===== config.mk =====
export PLATFORM = sky130hd
export DESIGN_NAME = round_robin_arbiter
export DESIGN_NICKNAME = d
export VERILOG_FILES = /design/src/rtl/round_robin_arbiter_pkg.sv /design/src/rtl/round_robin_arbiter_rr_pick4.sv /design/src/rtl/round_robin_arbiter.sv
export SDC_FILE = /design/constraint.sdc
export NUM_CORES = 1
export LEC_CHECK = 0
export CAP_MARGIN = 20
export CORE_UTILIZATION = 25
export DETAILED_ROUTE_END_ITERATION = 12
export PLACE_DENSITY = 0.48
export SETUP_SLACK_MARGIN = 0.02
export SYNTH_ARGS = -nofsm -noshare
export SYNTH_HDL_FRONTEND = slang
export SYNTH_HIERARCHICAL = 1
export SYNTH_SLANG_ARGS = --single-unit

===== constraint.sdc =====
create_clock -name clock -period 2.54 [get_ports clock]
set_clock_uncertainty 0.15 [all_clocks]
set_input_delay 0.508 -clock clock [delete_from_list [all_inputs] [get_ports clock]]
set_output_delay 0.508 -clock clock [all_outputs]
set_load 0.05 [all_outputs]

===== src/rtl/round_robin_arbiter_pkg.sv =====
// Shared definitions for the four-requester round-robin arbiter:
// FSM encodings, requester count and index/one-hot conversion.
package arb_defs;

    localparam int unsigned NUM_REQ = 4;
    localparam int unsigned IDX_W   = 2;

    typedef enum logic [1:0] {
        ST_IDLE  = 2'b00,
        ST_GRANT = 2'b01
    } state_e;

    localparam logic [NUM_REQ-1:0] ONEHOT_BASE = 4'b0001;

    function automatic logic [NUM_REQ-1:0] idx2onehot(input logic [IDX_W-1:0] idx);
        return ONEHOT_BASE << idx;
    endfunction

endpackage


===== src/rtl/round_robin_arbiter_rr_pick4.sv =====
// Rotating-priority selector: first requester at or after ptr (mod 4).
// Purely combinational; outputs carry the _c marker.
module rr_pick4
    import arb_defs::*;
(
    input  logic [NUM_REQ-1:0] req_i,
    input  logic [IDX_W-1:0]   ptr_i,
    output logic [IDX_W-1:0]   idx_c_o,
    output logic               any_c_o
);

    logic [IDX_W-1:0] cand;

    // Walk from farthest to nearest so the candidate closest to ptr wins.
    always_comb begin
        idx_c_o = '0;
        any_c_o = 1'b0;
        cand    = '0;
        for (int k = NUM_REQ - 1; k >= 0; k--) begin
            cand = ptr_i + IDX_W'(k);
            if (req_i[cand]) begin
                idx_c_o = cand;
                any_c_o = 1'b1;
            end
        end
    end

endmodule


===== src/rtl/round_robin_arbiter.sv =====
// Round-robin arbiter for four requesters with hold-while-requesting and
// quantum-based preemption; grant exported one-hot and as index + valid.
module round_robin_arbiter
    import arb_defs::*;
#(
    parameter int unsigned QUANTUM = 8,
    parameter int unsigned CW      = 8
) (
    input  logic               clock,
    input  logic               reset_b,
    input  logic [NUM_REQ-1:0] req_i,
    output logic [NUM_REQ-1:0] gnt_o,
    output logic [IDX_W-1:0]   gnt_id_o,
    output logic               gnt_valid_o
);

    state_e             state_q, state_d;
    logic [IDX_W-1:0]   owner_q, owner_d;
    logic [IDX_W-1:0]   ptr_q, ptr_d;
    logic [CW-1:0]      hold_q, hold_d;
    logic [NUM_REQ-1:0] gnt_d;
    logic [IDX_W-1:0]   gnt_id_d;
    logic               gnt_valid_d;

    logic [NUM_REQ-1:0] others;
    logic [IDX_W-1:0]   pick_idx, mpick_idx, new_owner;
    logic               pick_any, mpick_any, grant_new;

    assign others = req_i & ~idx2onehot(owner_q);

    rr_pick4 u_pick (
        .req_i   (req_i),
        .ptr_i   (ptr_q),
        .idx_c_o (pick_idx),
        .any_c_o (pick_any)
    );

    rr_pick4 u_pick_masked (
        .req_i   (others),
        .ptr_i   (ptr_q),
        .idx_c_o (mpick_idx),
        .any_c_o (mpick_any)
    );

    // Next-state: release takes precedence over quantum expiry.
    always_comb begin
        state_d     = state_q;
        owner_d     = owner_q;
        ptr_d       = ptr_q;
        hold_d      = hold_q;
        grant_new   = 1'b0;
        new_owner   = '0;
        gnt_d       = '0;
        gnt_id_d    = '0;
        gnt_valid_d = 1'b0;

        case (state_q)
            ST_IDLE: begin
                if (pick_any) begin
                    grant_new = 1'b1;
                    new_owner = pick_idx;
                end
            end
            ST_GRANT: begin
                if (!req_i[owner_q]) begin
                    if (pick_any) begin
                        grant_new = 1'b1;
                        new_owner = pick_idx;
                    end else begin
                        state_d = ST_IDLE;
                        hold_d  = '0;
                    end
                end else if (hold_q >= CW'(QUANTUM) && mpick_any) begin
                    grant_new = 1'b1;
                    new_owner = mpick_idx;
                end else if (hold_q < CW'(QUANTUM)) begin
                    hold_d = hold_q + CW'(1);
                end
            end
            default: begin
                state_d = ST_IDLE;
            end
        endcase

        if (grant_new) begin
            state_d = ST_GRANT;
            owner_d = new_owner;
            ptr_d   = new_owner + IDX_W'(1);
            hold_d  = CW'(1);
        end

        if (state_d == ST_GRANT) begin
            gnt_d       = idx2onehot(owner_d);
            gnt_id_d    = owner_d;
            gnt_valid_d = 1'b1;
        end
    end

    always_ff @(posedge clock or negedge reset_b) begin
        if (!reset_b) begin
            state_q     <= ST_IDLE;
            owner_q     <= '0;
            ptr_q       <= '0;
            hold_q      <= '0;
            gnt_o       <= '0;
            gnt_id_o    <= '0;
            gnt_valid_o <= 1'b0;
        end else begin
            state_q     <= state_d;
            owner_q     <= owner_d;
            ptr_q       <= ptr_d;
            hold_q      <= hold_d;
            gnt_o       <= gnt_d;
            gnt_id_o    <= gnt_id_d;
            gnt_valid_o <= gnt_valid_d;
        end
    end

endmodule


### Yosys cells after proc, flatten, opt, wreduce, memory -nomap -nowiden

Index checks and enable logic that the tools add are counted.

| storage, ports and cells | value |
|---|---|
| flip-flop bits (word level) | 21 |
| input port bits | 6 |
| word-level logic and storage cells | 88 |

| operators by class | value |
|---|---|
| $add $sub $neg | 5 |
| $lt $le $gt $ge | 7 |
| eq/ne operators | 5 |
| shift-type cells | 2 |
| muxes and demuxes | 56 |
| bitwise gates (word level) | 2 |
| reductions and logical operators | 4 |

Operators by type and width:

| cell | count |
|---|---|
| $mux 8 | 6 |
| $mux 2 | 16 |
| $mux 1 | 21 |
| $bmux 1 s2 | 9 |
| $lt 2x3->1 const B | 5 |
| $add 8x1->8 const B | 1 |
| $ge 8x4->1 const B | 1 |
| $lt 8x4->1 const B | 1 |
| $pmux 2 s2 | 2 |
| $shl 1x2->4 const A | 2 |
| $add 2x1->2 const B | 2 |
| $add 2x2->2 const B | 2 |
| $and 4x4->4 | 1 |
| $eq 2x1->1 const B | 2 |
| $mux 4 | 1 |
| $not 4->4 | 1 |
| $reduce_and 4->1 | 1 |
| $ne 3x1->1 const B | 1 |
| $ne 3x2->1 const B | 1 |
| $ne 3x3->1 const B | 1 |
| $logic_not 2->1 | 1 |
| $pmux 1 s2 | 1 |
| $reduce_bool 2->1 | 1 |
| $logic_and 1x1->1 | 1 |

### Longest topological paths before layout

Gate-level depths: netlist (run 1).

| logic depth | value |
|---|---|
| depth after elaboration | 16 |
| depth in mapped cells | 9 |

### Cells and area by module

The synthesis (run 1) kept the hierarchy.

By module, submodules not included:

| module | instances | cells each | area an instance (µm²) |
|---|---|---|---|
| round_robin_arbiter | 1 | 89 | 1051.0 |
| rr_pick4 | 2 | 13 | 77.6 |

### Worst setup path after synthesis (run 1)

OpenSTA, ideal clock, no wires.

| timing path | value |
|---|---|
| path type | input to register |
| from | in req_i[3] |
| to | reg gnt_o[3] |
| data arrival time | 1913 ps |
| data required time | 2283 ps |
| path slack | 371 ps |
| stages on the path | 7 |
| buffers on the path | 0 |
| cell sequence | a21boi_0 > mux2i_1 > a211oi_2 > o211ai_1 > mux2i_1 > nor3_1 > a2111oi_4 |

| between the ends | value |
|---|---|
| elaborated cells between the ends (all ways) | 52 |

RTL lines:

| element | line | source |
|---|---|---|
| start, declared | round_robin_arbiter.sv:11 | `input logic [NUM_REQ-1:0] req_i,` |
| $and 4x4->4 (*) | round_robin_arbiter.sv:29 | `assign others = req_i & ~idx2onehot(owner_q);` |
| $bmux 1 s2 | round_robin_arbiter_rr_pick4.sv:21 | `if (req_i[cand]) begin` |
| $mux 1 (not written as such) | round_robin_arbiter_rr_pick4.sv:21 |  |
| $mux 2 (3 in a row) | round_robin_arbiter_rr_pick4.sv:21 |  |
| $mux 2 (*) | round_robin_arbiter_rr_pick4.sv:21 |  |
| net mpick_idx[0] | round_robin_arbiter.sv:26 | `logic [IDX_W-1:0] pick_idx, mpick_idx, new_owner;` |
| $mux 2 (*) | round_robin_arbiter.sv:73 | `end else if (hold_q >= CW'(QUANTUM) && mpick_any) begin` |
| $mux 2 (*) | round_robin_arbiter.sv:65 | `if (!req_i[owner_q]) begin` |
| $pmux 2 s2 (*) | round_robin_arbiter.sv:57 | `case (state_q)` |
| $mux 2 (*) | round_robin_arbiter.sv:85 | `if (grant_new) begin` |
| $shl 1x2->4 (*) | round_robin_arbiter_pkg.sv:16 | `return ONEHOT_BASE << idx;` |
| $mux 4 (*) | round_robin_arbiter.sv:92 | `if (state_d == ST_GRANT) begin` |
| net gnt_d[3] | round_robin_arbiter.sv:21 | `logic [NUM_REQ-1:0] gnt_d;` |
| end signal, assigned | round_robin_arbiter.sv:113 | `gnt_o <= gnt_d;` |
| end, declared | round_robin_arbiter.sv:12 | `output logic [NUM_REQ-1:0] gnt_o,` |

Mark *: on every way through the listed nets, which the timed path passes. The rest lies on a longest branch. The select of a mux whose other input is x is not followed.
A chain may end at the register's enable or synchronous reset.

### Final worst setup path (run 1)

| timing path | value |
|---|---|
| from | in req_i[2] |
| to | reg hold_q[5] |

| between the ends | value |
|---|---|
| word-level cells in the longest chain between the ends | 13 |
| elaborated cells between the ends (all ways) | 40 |

RTL lines:

| element | line | source |
|---|---|---|
| $and 4x4->4 | round_robin_arbiter.sv:29 |  |
| $bmux 1 s2 | round_robin_arbiter_rr_pick4.sv:21 |  |
| $mux 1 (not written as such) | round_robin_arbiter_rr_pick4.sv:21 |  |
| $mux 1 (4 in a row) | round_robin_arbiter_rr_pick4.sv:21 |  |
| $logic_and 1x1->1 | round_robin_arbiter.sv:73 |  |
| $mux 1 | round_robin_arbiter.sv:73 |  |
| $mux 1 | round_robin_arbiter.sv:65 |  |
| $pmux 1 s2 | round_robin_arbiter.sv:57 |  |
| $ne 3x2->1 (no line) (tied with other cells) | n/a |  |
| $reduce_and 4->1 (no line) | n/a |  |
| end signal, assigned | round_robin_arbiter.sv:112 | `hold_q <= hold_d;` |
| end, declared | round_robin_arbiter.sv:20 | `logic [CW-1:0] hold_q, hold_d;` |

Several ways; a longest one is shown, not always the timed one. The select of a mux whose other input is x is not followed.

==> results.toml, run 1 <==
[run_status]
status = "finished clean"

[clock_tree]
clk_latency_ns = 0.25
cts_buffers = 3
cts-root-buf = "clkbuf_8"
clock_path_buffers = 2
htreeDepth = 1
tritoncts = "yes"
cts_num_sinks = 21
path_clk_slew_ns = 0.07
cts-hold-fix-buffers = 0

[layout]
final_area_um2 = 1650
drive_above_1_share_pct = 36.4
antenna_cells = 0
multi_input_area_um2 = 698
nNetsFinal = 160
n_fill_cell = 455
register_area_um2 = 527
syn2layout_area_growth_pct = 37.0
final_cell_mix = "buf_4, dfrtp_1, nor2_1"
final_common_cell = "buf_4"

[power]
seq_power_share_pct = 34.1
pwr-share-comb_pct = 52.1
power_leakage_uw = 0.000743
intPower_uw = 910
clock_power_share_pct = 13.8
swShare_pct = 40.3
ir_worst_vdd_mv = 0.478
p_switching_uw = 616
power_density_nw_per_um2 = 923

[synthesis]
synthCells = 115
yosys_warnings = 6
syn_nets = 123
avgSynthCellArea_um2 = 10.5
ys_seq_area_share_pct = 43.6
synth_seq_cells = 21
post_synth_num_cell_types = 39
syn_area_um2 = 1210

[drt]
drt-total-wl_um = 2720
viasPerCell = 4.80
drc = 0
first_iter_violations = 44
post_drt_wl_per_cell_um = 13.4
num_vias = 975
drtPass1Iterations = 4
ant_nets = 0

[die]
die_area_um2 = 5110
die_x_um = 71.5
start_util_pct = 26.8
die_h_um = 71.5
pin_count = 13
core_area_um2 = 4500
rows = 24

[worst_setup_path]
cp-start-kind = "input port"
crit_chain = "clkdlybuf4s50_1 -> buf_4 -> mux4_1 -> or3b_2 -> and3_2"
cp-end-kind = "register"
max_stage_delay_ns = 0.53
cp_max_fo = 6
crit_arrival_ns = 2.41
crit_path_top_delay_cell = "or3b_2"
required_ns = 2.54
criticalPathCategory = "input port to register"

[timing]
fmax_mhz = 415
finalCritPeriodShare_pct = 95.0
setup_violations = 0
worstMarginPinSlew_ns = 0.497
timing.hold.ws_ns = 0.366
rsz0062_at_grt = "false"
worst_slack_ns = 0.128
fin_setup_tns_ns = 0
hold_violations = 0
min_period_ns = 2.41
max_slew_margin_pct = 66.8
slew_viol_final = 0

[run]
maxCapViolCount = 0

[placement]
place_ws_ns = -0.303
place_area_um2 = 1500
dpl.hpwl_um = 1990
place_congestion = 0.802
io_buffers = 12

[hold_path]
worstHoldPathType = "register to register"

[global_routing]
grt-ovfl-total = 0
grt_max_degree = 22
antenna_found_initial = 0
grt_pass1_vias = 944
grt_usage_pct = 11.1
grt_pass1_wl_um = 4460
[Yosys cell counts, drive strengths merged]
| master | instances | area, um2 |
|---|---|---|
| nor3b | 3 | 22.5 |
| nor2 | 12 | 45.0 |
| mux2i | 7 | 73.8 |
| or3 | 1 | 6.26 |
| and3 | 5 | 36.3 |
| o211ai | 2 | 15.0 |
| o21ai | 5 | 25.0 |
| and4bb | 1 | 12.5 |
| a21boi | 2 | 15.0 |
| or3b | 1 | 8.76 |
| buf | 2 | 22.5 |
| nand2 | 8 | 30.0 |
| inv | 6 | 22.5 |
| a21o | 2 | 17.5 |
| nand3 | 3 | 15.0 |
| or2b | 1 | 8.76 |
| o31ai | 1 | 7.51 |
| o21a | 3 | 22.5 |
| xor2 | 1 | 8.76 |
| a2111oi | 1 | 27.5 |
| ha | 2 | 25.0 |
| o22ai | 1 | 20.0 |
| nor3 | 1 | 5.00 |
| mux4 | 1 | 26.3 |
| a41oi | 1 | 8.76 |
| conb | 1 | 3.75 |
| nor2b | 1 | 6.26 |
| nand2b | 4 | 25.0 |
| or4 | 1 | 11.3 |
| dfrtp | 21 | 526 |
| a21oi | 5 | 25.0 |
| o2111ai | 1 | 8.76 |
| a211oi | 5 | 47.5 |
| a211o | 1 | 10.0 |
| or2 | 1 | 6.26 |
| xnor2 | 1 | 8.76 |
[routing by layer]
layer	up-vias	wire length, um	track usage [%]
met5	-	0	0
met1	476	1310	15.5
met3	4	72	2.81
li1	482	-	-
met4	0	23	2.83
met2	13	1320	17.0
[worst paths after layout]
| check | slack, ns | end | cells past startpoint | from |
|---|---|---|---|---|
| setup / recovery | 0.13 | hold_q[5]$_DFFE_PN0P_ | 5 | req_i[2] |
| hold / removal | 0.37 | hold_q[3]$_DFFE_PN0P_ | 2 | hold_q[3]$_DFFE_PN0P_ |
| setup reg to reg | 0.19 | ptr_q[0]$_DFFE_PN0N_ | 7 | owner_q[1]$_DFF_PN0_ |
| hold reg to reg | 0.37 | hold_q[3]$_DFFE_PN0P_ | 2 | hold_q[3]$_DFFE_PN0P_ |
| max in group asynchronous | 1.57 | owner_q[0]$_DFF_PN0_ | 2 | reset_b |
| min in group asynchronous | 0.44 | hold_q[2]$_DFFE_PN0P_ | 2 | reset_b |
[area by class of cell]
| class | instances | area share (%) |
|---|---|---|
| Tap cell | 52 | 3.94 |
| Multi-Input combinational cell | 86 | 42.2 |
| Sequential cell | 21 | 31.9 |
| Inverter | 6 | 1.36 |
| Timing Repair Buffer | 34 | 17.8 |
| Clock inverter | 1 | 0.303 |
| Clock buffer | 3 | 2.50 |
[sequential cells by signal, indices dropped and copies added (netlist names)]
name and flops:
gnt_o 4, owner_q 2, hold_q 8, gnt_id_o 2, state_q 2, ptr_q 2
gnt_valid_o 1
[critical path, delay by kind of cell]
kind          cells  cell delay, ns
simple gates      2            0.77
mux               1            0.51
buf+inv           2            0.62
[stage by stage]
step / util [%] / cells / power, uW
floorplan: - / 115 / 968
global placement: 33.4 / 195 / 1210
detailed placement: 33.4 / 195 / 1220
CTS: 35.1 / 201 / 1470
global route: 36.7 / 203 / 1640
finish: 36.7 / 203 / 1530
[timing repair]
item                                    in CTS  in global routing
setup buffers                                2                  2
gates resized for setup                      5                 16
endpoints found under the setup margin       9                 12
pin swaps                                    1                  6
[cell families (layout without fill, tap and decap cells)]
| group | count (synthesis) | in the layout | synth area share [%] |
|---|---|---|---|
| multiplexers | 8 | 8 | 8.30 |
| AO/OA/AOI/OAI | 30 | 30 | 20.7 |
| other | 1 | 1 | 0.311 |
| adder cells (fa/ha/maj) | 2 | 2 | 2.07 |
| flip-flops | 21 | 21 | 43.6 |
| AND/OR/NAND/NOR | 43 | 43 | 19.8 |
| XOR/XNOR | 2 | 2 | 1.45 |
| buffers and inverters | 8 | 44 | 3.73 |
[power groups by stage]
| stage | Combinational (uW) | Sequential [uW] | Clock [uW] |
|---|---|---|---|
| after floorplan | 404 | 563 | 0 |
| after global placement | 699 | 516 | 0 |
| after detailed placement | 700 | 516 | 0 |
| after CTS | 739 | 513 | 221 |
| after global routing | 859 | 536 | 241 |
| final | 795 | 520 | 211 |
Power figures use the tool's default switching activity.
==> run 2: changes to the inputs <==
SETUP_SLACK_MARGIN = 0.15   (was 0.02)
==> results.toml, run 2 (same netlist as run 1, synthesis figures left out) <==
[die]
die_area_um2 = 5110
die_h_um = 71.5
core_area_um2 = 4500
pin_count = 13
rows = 24
die_x_um = 71.5
start_util_pct = 26.8

[clock_tree]
cts_buffers = 3
tritoncts = "yes"
cts-hold-fix-buffers = 0
path_clk_slew_ns = 0.07
cts-root-buf = "clkbuf_8"
htreeDepth = 1
cts_num_sinks = 21
clk_latency_ns = 0.25
clock_path_buffers = 2

[layout]
multi_input_area_um2 = 734
antenna_cells = 0
largest_reg_flops = 8
nNetsFinal = 164
final_cell_mix = "buf_4, dfrtp_1, nor2_1"
n_fill_cell = 446
drive_above_1_share_pct = 41.3
final_area_um2 = 1720
top_regs = "hold_q x8, gnt_o x4"
register_area_um2 = 528
syn2layout_area_growth_pct = 42.4
final_common_cell = "buf_4"
top_register = "hold_q"

[global_routing]
met2_usage_pct = 18.0
grt-ovfl-total = 0
grt_pass1_wl_um = 4660
grt_pass1_vias = 982
grt_max_degree = 22
use_met1_pct = 16.2
grt_use_met3_pct = 2.81
grt_usage_pct = 11.6
globalRoute.busiestLayer = "met2"
antenna_found_initial = 0

[worst_setup_path]
cp-start-kind = "register"
crit_chain = "buf_4 -> buf_4 -> mux2i_1 -> o22ai_4 -> buf_4 -> mux2i_4 -> or3_4 -> and3_1"
crit_path_top_delay_cell = "dfrtp_2"
cp.depth = 8
path_buf_inv = 3
cp_common_cell = "buf_4"
max_stage_delay_ns = 0.46
crit_arrival_ns = 2.36
required_ns = 2.54
reg2reg_depth = 8
cp_top_family = "simple AND/OR/NAND/NOR gates"
criticalPathCategory = "register to register"
cp_max_fo = 6
cp-end-kind = "register"

[timing]
worst_slack_ns = 0.182
rsz0062_at_grt = "false"
max_slew_margin_pct = 66.7
fmax_mhz = 424
min_period_ns = 2.36
finalCritPeriodShare_pct = 92.8
setup_violations = 0
fin_setup_tns_ns = 0
worstMarginPinSlew_ns = 0.497
slew_viol_final = 0
hold_violations = 0

[run_status]
status = "finished clean"

[placement]
place_area_um2 = 1500
place_ws_ns = -0.303
io_buffers = 12
place_congestion = 0.802
dpl.hpwl_um = 1990

[drt]
drtPass1Iterations = 4
first_iter_violations = 38
ant_nets = 0
post_drt_wl_per_cell_um = 13.8
num_vias = 985
viasPerCell = 4.76
drt-total-wl_um = 2870
drc = 0

[power]
p_total_uw = 1630
power_leakage_uw = 0.000775
ir_worst_vdd_mv = 0.460
power_density_nw_per_um2 = 949

[run]
maxCapViolCount = 0

[hold_path]
whs_path_depth = 2
worstHoldPathType = "register to register"
-- run 2: final cells by class --
cell class,instances,share of cell area [%]
Multi-Input combinational cell,86,42.8
Sequential cell,21,30.7
Timing Repair Buffer,38,18.7
Tap cell,52,3.79
Clock buffer,3,2.40
Inverter,6,1.31
Clock inverter,1,0.291
-- run 2: final timing paths --
path,from,end,slack [ns]
max,owner_q[1]$_DFF_PN0_,gnt_id_o[0]$_DFF_PN0_,0.18
min,hold_q[3]$_DFFE_PN0P_,hold_q[3]$_DFFE_PN0P_,0.37
max reg2reg,owner_q[1]$_DFF_PN0_,gnt_id_o[0]$_DFF_PN0_,0.18
min reg2reg,hold_q[3]$_DFFE_PN0P_,hold_q[3]$_DFFE_PN0P_,0.37
max in group asynchronous,reset_b,owner_q[0]$_DFF_PN0_,1.57
min in group asynchronous,reset_b,hold_q[2]$_DFFE_PN0P_,0.44
-- run 2: worst min-delay path, delay by kind of cell, from the launching register on --
family,cells,cell delay [ns]
DFF,1,0.36
and+or+nand+nor,1,0.07
AOI/OAI and AO/OA,1,0.05
-- run 2: power breakdown --
| part | switching (uW) | internal (uW) | total (uW) |
|---|---|---|---|
| registers | 95.4 | 410 | 505 |
| clock network | 104 | 109 | 213 |
| logic | 456 | 456 | 912 |
| total | 655 | 975 | 1630 |
-- run 2: stage by stage --
stage               hold WS, ns  std cells  utilization (%)
finish                    0.366        207             38.1
detailed placement        0.359        195             33.4
global placement          0.357        195             33.4
CTS                       0.381        204             36.5
global route              0.397        207             38.1
floorplan                0.0624        115                -
-- run 2: repair_timing --
| action | in CTS | in global routing |
|---|---|---|
| resized for setup | 20 | 12 |
| pin swaps | 5 | 4 |
| buffers inserted | 5 | 3 |
| endpoints found under the setup margin | 18 | 12 |
-- run 2: layer usage --
metal  vias up  wire length [um]
li1        493                 -
met1       481              1410
met2         7              1380
met3         4                50
met4         0                21
met5         -                 0
